--- config.mk ---
export PLATFORM = sky130hd
export DESIGN_NAME = fcs_gate_driver
export DESIGN_NICKNAME = d
export VERILOG_FILES = /design/src/rtl/fcs_gate_driver.sv
export SDC_FILE = /design/constraint.sdc
export NUM_CORES = 1
export LEC_CHECK = 0
export BUFFER_PORTS_ARGS = -buffer_cell sky130_fd_sc_hd__buf_2
export CAP_MARGIN = 40
export CORE_UTILIZATION = 55
export CTS_CLUSTER_DIAMETER = 30
export DETAILED_ROUTE_END_ITERATION = 12
export PLACE_DENSITY = 0.9
export SKIP_LAST_GASP = 1
export SYNTH_ARGS = -nofsm -noshare
export SYNTH_HDL_FRONTEND = slang
export SYNTH_SLANG_ARGS = --single-unit
export TNS_END_PERCENT = 1
--- constraint.sdc ---
create_clock -name wb_clk_i -period 7.12 [get_ports wb_clk_i]
set_input_delay 1.068 -clock wb_clk_i [delete_from_list [all_inputs] [get_ports wb_clk_i]]
set_output_delay 1.068 -clock wb_clk_i [all_outputs]
set_load 0.02 [all_outputs]
--- src/rtl/fcs_gate_driver.sv ---
// Complementary gate driver for the FCS-MPC switching decision.
// Adds dead-time, minimum dwell, sticky fault shutdown and HI-entry count.
module fcs_gate_driver #(
  parameter int DEADTIME    = 10,
  parameter int MIN_PULSE   = 20,
  parameter int SYNC_STAGES = 2,
  parameter int CNT_W       = 8
) (
  input  logic        wb_clk_i,
  input  logic        wb_rst_i,
  input  logic        en,
  input  logic        u,
  input  logic        fault,
  input  logic        clr_fault,
  output logic        gate_hi,
  output logic        gate_lo,
  output logic        fault_latched,
  output logic [2:0]  state_o,
  output logic [15:0] sw_count
);

  typedef enum logic [2:0] {
    SAFE  = 3'd0,
    LO    = 3'd1,
    DT_LH = 3'd2,
    HI    = 3'd3,
    DT_HL = 3'd4
  } state_t;

  localparam logic [CNT_W-1:0] DT_LAST = CNT_W'(DEADTIME - 1);
  localparam logic [CNT_W-1:0] DW_LAST = CNT_W'(MIN_PULSE - 1);
  localparam logic [CNT_W-1:0] DW_MAX  = CNT_W'(MIN_PULSE);

  state_t state;
  state_t state_nx;

  logic [SYNC_STAGES-1:0] u_sync;
  logic                   u_s;
  logic                   f_r;
  logic [CNT_W-1:0]       cnt;
  logic [CNT_W-1:0]       cnt_d;
  logic [15:0]            sw_q;
  logic [15:0]            sw_d;
  logic                   fl_d;
  logic                   hi_d;
  logic                   lo_d;
  logic                   inc_sw;
  logic                   dwell_ok;
  logic                   dt_done;

  assign u_s      = u_sync[SYNC_STAGES-1];
  assign dwell_ok = cnt >= DW_LAST;
  assign dt_done  = cnt >= DT_LAST;

  assign state_o  = state;
  assign sw_count = sw_q;

  always_ff @(posedge wb_clk_i) begin
    if (wb_rst_i) begin
      state         <= SAFE;
      cnt           <= '0;
      u_sync        <= '0;
      f_r           <= 1'b0;
      fault_latched <= 1'b0;
      gate_hi       <= 1'b0;
      gate_lo       <= 1'b0;
      sw_q          <= '0;
    end else begin
      state         <= state_nx;
      cnt           <= cnt_d;
      u_sync        <= (u_sync << 1) | SYNC_STAGES'(u);
      f_r           <= fault;
      fault_latched <= fl_d;
      gate_hi       <= hi_d;
      gate_lo       <= lo_d;
      sw_q          <= sw_d;
    end
  end

  // Fault and disable override everything; restart always re-enters via DT_HL.
  always_comb begin
    state_nx = state;
    if (f_r) begin
      state_nx = SAFE;
    end else if (!en || fault_latched) begin
      state_nx = SAFE;
    end else begin
      case (state)
        SAFE:    state_nx = DT_HL;
        LO:      if (u_s && dwell_ok) state_nx = DT_LH;
        DT_LH:   if (dt_done) state_nx = HI;
        HI:      if (!u_s && dwell_ok) state_nx = DT_HL;
        DT_HL:   if (dt_done) state_nx = LO;
        default: state_nx = SAFE;
      endcase
    end
  end

  always_comb begin
    hi_d   = 1'b0;
    lo_d   = 1'b0;
    inc_sw = (state == DT_LH) && (state_nx == HI);
    unique case (1'b1)
      state_nx == LO: lo_d = 1'b1;
      state_nx == HI: hi_d = 1'b1;
      default: ;
    endcase
  end

  // Counter restarts on every state change; dwell saturates.
  always_comb begin
    cnt_d = cnt;
    if (state_nx != state) begin
      cnt_d = '0;
    end else if (state == DT_LH || state == DT_HL) begin
      cnt_d = cnt + CNT_W'(1);
    end else if ((state == LO || state == HI) && cnt < DW_MAX) begin
      cnt_d = cnt + CNT_W'(1);
    end
  end

  always_comb begin
    sw_d = sw_q + 16'(inc_sw);
    fl_d = fault_latched;
    if (f_r) begin
      fl_d = 1'b1;
    end else if (clr_fault) begin
      fl_d = 1'b0;
    end
  end

endmodule

**After elaboration in Yosys (flattened, before gate mapping)**

Cells that the tools add are included.

- Bits in registers: 33
- Bits in latches: 0
- Bits in writable memories: 0
- ROM bits: 0
- Output and inout bits: 22
- Logic and storage cells: 47
- Memories kept: 0

- Add/subtract/negate cells: 2
- Multiply operators: 0
- Divide/modulo/power cells: 0
- $lt $le $gt $ge: 3
- Equality and inequality tests: 7
- Shift operators: 0
- Multiplexer cells: 13
- Bitwise logic cells: 1
- Reduce and logical (&&, ||, !) cells: 13

Operators by type and width:

| kind | count |
|---|---|
| two-way mux 3 bit | 6 |
| adder 16 x 1 -> 16 bit | 1 |
| two-way mux 8 bit | 2 |
| case mux 3 bit (5 select lines) | 1 |
| == test 3 x 2 -> 1 bit, second input constant | 3 |
| adder 8 x 1 -> 8 bit, second input constant | 1 |
| >= comparator 8 x 4 -> 1 bit, second input constant | 1 |
| >= comparator 8 x 5 -> 1 bit, second input constant | 1 |
| < comparator 8 x 5 -> 1 bit, second input constant | 1 |
| == test 3 x 1 -> 1 bit, second input constant | 2 |
| logical AND 1 bit | 4 |
| two-way mux 1 bit | 4 |
| nonzero test 2 bit | 2 |
| == test 3 bit, second input constant | 1 |
| zero test 3 bit | 1 |
| logical OR 1 bit | 3 |
| inequality test 3 bit | 1 |
| zero test 1 bit | 2 |
| bitwise OR 2 x 1 -> 2 bit | 1 |
| OR reduction 2 bit | 1 |

**Longest topological paths before layout**

- Depth in word-level cells: 9
- Depth in mapped cells: 12

**Least setup slack after synthesis**

OpenSTA, ideal clock, no wires.

- Path type: input -> register
- From: input en
- To: register sw_q[13], in the netlist sw_count[13]
- Library setup time: 71 ps
- Data arrival time: 3122 ps
- Required time: 7049 ps
- Path slack: 3927 ps
- Stages on the path: 8
- Cells stage by stage: or3b_1 buf_2 nor3_1 ha_1 nand3_1 or4_4 or3_1 a21oi_1

- Cells in the longest elaborated chain, start to end: 7

RTL lines:

| item | line | RTL |
|---|---|---|
| start, declared | 11 | `input logic en,` |
| zero test 1 bit | 85 | `end else if (!en \|\| fault_latched) begin` |
| logical OR 1 bit | 85 |  |
| two-way mux 3 bit | 85 |  |
| two-way mux 3 bit | 83 | `if (f_r) begin` |
| == test 3 x 2 -> 1 bit | 102 | `inc_sw = (state == DT_LH) && (state_nx == HI);` |
| logical AND 1 bit | 102 |  |
| adder 16 x 1 -> 16 bit | 123 | `sw_d = sw_q + 16'(inc_sw);` |
| end signal, assigned | 76 | `sw_q <= sw_d;` |
| end, declared | 42 | `logic [15:0] sw_q;` |

No other way between the ends.
A chain may end at the register's enable or synchronous reset.

**Final worst setup path**

Same ends and word-level chain as after synthesis.

==> metrics.txt <==
kind of end point of the critical path=flip-flop; outcome=complete, no violations; sequential power share=0.600; syn_nets=188; most common cell after layout, fill and taps aside=dfxtp_1; Avg Cell Area, Syn=9.274 µm²; Comb pwr share=0.058; global-route wire length before repair=5.485 mm; clock slew at the register clock pins of the worst setup and hold paths=100 ps; hold_buf cts=0; Max stage delay cell, worst path=or4_4; Power, Total=314.9 µW; # resized after CTS=0; synthesized flop and latch total=33; commonest non-fill, non-tap cells in the layout=dfxtp_1, buf_2, nor3_1; final setup vio count=0; max-cap violation count=0; post-route ant nets=0; Die Width=56.63 µm; final hold vios=0; CP max stage delay=600 ps; synthesized cell area=1642 µm²; main flop type after synthesis=dfxtp_1; number of fill cells in the layout=232; crit path cell chain=buf_2 > or3b_1 > nor3_1 > ha_1 > nand3_1 > or4_4 > or3_1 > a21oi_1; die height=56.63 µm; cell taking the most area after synthesis=dfxtp_1; core area=2781 µm²; cell family with most CP delay=simple AND/OR/NAND/NOR gates; post-DP HPWL=2.285 mm; post-synth top area share=0.4024; Area Growth Syn to Fin=11.81%; Clock power frac=0.342; H-tree Lvls=2; distinct cell type count after synthesis=46; vias in the first global route=1255; asr flop ratio synth=0; nets=216; WL/cell=13.74 µm; Worst EP required=7400 ps; CTS tree=done; Tightest Pin Transition=486.2 ps; Max Freq=318.1 MHz; drt drc=0; crit-path max FO=9; TritonCTS Buffers=5; arrival time worst endpoint=3420 ps; Internal Power=239.9 µW; fin crit share=0.4415; Rows=19; Initial DRT Pass Iterations=4; Post-Syn Instances=177; Leakage Power=0.7012 nW; setup bufs post-CTS=0; vias=1346; crit path launch type=input pin; slew margin rel.=0.6754; Switching Fraction=0.2380; Total Routing Usage GR=0.2222; initial core utilization=0.5902; Crit Path Class=input pin to flip-flop; share of layout cells above drive strength 1=0.2390; Clock Skew=10.43 ps; IO buf count=27; vias per cell=5.703; Ys Warns=0; I/O pin cnt=28; Seq/Total Area, Yosys=0.4024; Iter 0 DRT Violations=46; setup TNS=0 ps; cells taking the most area after synthesis=dfxtp_1, xor2_1, nor3_1; grt ovf=0; Sink Count=33; Psw=74.94 µW; clock root cell=clkbuf_4; Peak VDD IR=0.1602 mV; fin crit period=3144 ps; WP buf/inv=1; global placer's final weighted congestion=0.8372; die area=3207 µm²; insertion delay to the later sink of the worst-skew pair=340 ps; RSZ-0062 raised after global routing=no; initial antenna violation count=0; pwr/cell area=171.5 nW/µm²; pin count of the biggest net entering global routing=27; CTS Buffer Depth=2; Total Wirelength=3.243 mm; hold crit path type=flip-flop to flip-flop; Slew Limit Fails=0; Inserted Diodes=0; EDFF count, synth=0
==> power groups by stage <==
| stage | Combinational [mW] | Clock, mW | Sequential (mW) |
|---|---|---|---|
| 2_1_floorplan | 0.0147 | 0 | 0.193 |
| 3_3_place_gp | 0.0175 | 0 | 0.193 |
| 3_5_place_dp | 0.0180 | 0 | 0.193 |
| 4_1_cts | 0.0181 | 0.109 | 0.189 |
| 5_1_grt | 0.0200 | 0.117 | 0.189 |
| 6_report | 0.0183 | 0.108 | 0.189 |
==> cell usage after synthesis (2+ instances only) <==
library cell	count
mux2i_1	2
o21ai_0	8
o2111ai_1	2
nor3_1	15
nor4_1	2
xor2_1	10
xnor2_1	6
and3_1	2
nand2b_1	2
nor2b_1	6
or4_1	2
dfxtp_1	33
nand3_1	9
a21oi_1	8
or3_1	6
nor2_1	12
inv_1	9
nand2_1	6
clkbuf_1	3
ha_1	5
or3b_1	3
or3b_2	2
==> logic make-up after synthesis <==
kind of cell               synth area share
AOI/OAI and AO/OA                    0.1532
xor gates and xnor gates            0.08536
adders and majority gates           0.03811
buffers and inverters               0.04192
DFF                                  0.4024
muxes                               0.01220
and+or+nand+nor                      0.2668
==> path summary, 6_finish.rpt <==
| path | from | end | slack (ps) | depth (start not counted) |
|---|---|---|---|---|
| setup / recovery | en | sw_count[13] | 3980 | 8 |
| hold / removal | u_sync[0] | u_sync[1] | 460 | 1 |
| setup reg to reg | cnt[0] | sw_count[13] | 4270 | 10 |
| hold reg to reg | u_sync[0] | u_sync[1] | 460 | 1 |
==> sequential cells by signal, summed over array words and instances, names as in the netlist <==
name / cells
gate_lo: 1
u_sync: 2
fault_latched: 1
f_r: 1
sw_count: 16
cnt: 8
state_o: 3
gate_hi: 1
==> layout make-up <==
type / instances / area, µm² / share of cell area
flip-flops and latches: 33 / 660.6 / 0.3599
repair buffers: 27 / 135.1 / 0.07362
clock buffers: 7 / 55.05 / 0.02999
well taps: 31 / 38.79 / 0.02113
inverters: 9 / 33.78 / 0.01840
multi-input cells: 129 / 912.1 / 0.4969
==> stage by stage <==
stage | area [µm²] | util | hold WS [ps] | cells | setup slack [ps]
final | 1836 | 0.6599 | 457.7 | 236 | 3976
after global routing | 1836 | 0.6599 | 468.6 | 236 | 3868
after CTS | 1836 | 0.6599 | 461.3 | 236 | 3979
after detailed placement | 1780 | 0.6401 | 441.6 | 229 | 3655
after global placement | 1780 | 0.6401 | 417.9 | 229 | 3728
after floorplan | 1642 | - | 413.8 | 177 | 3927
==> layer usage <==
| layer | wire length, µm | track usage |
|---|---|---|
| met5 | 0 | 0 |
| met4 | 71 | 0.1045 |
| met3 | 106 | 0.07373 |
| met2 | 1544 | 0.3563 |
| met1 | 1520 | 0.2671 |
Note: power is estimated with default switching activity, not from simulation.
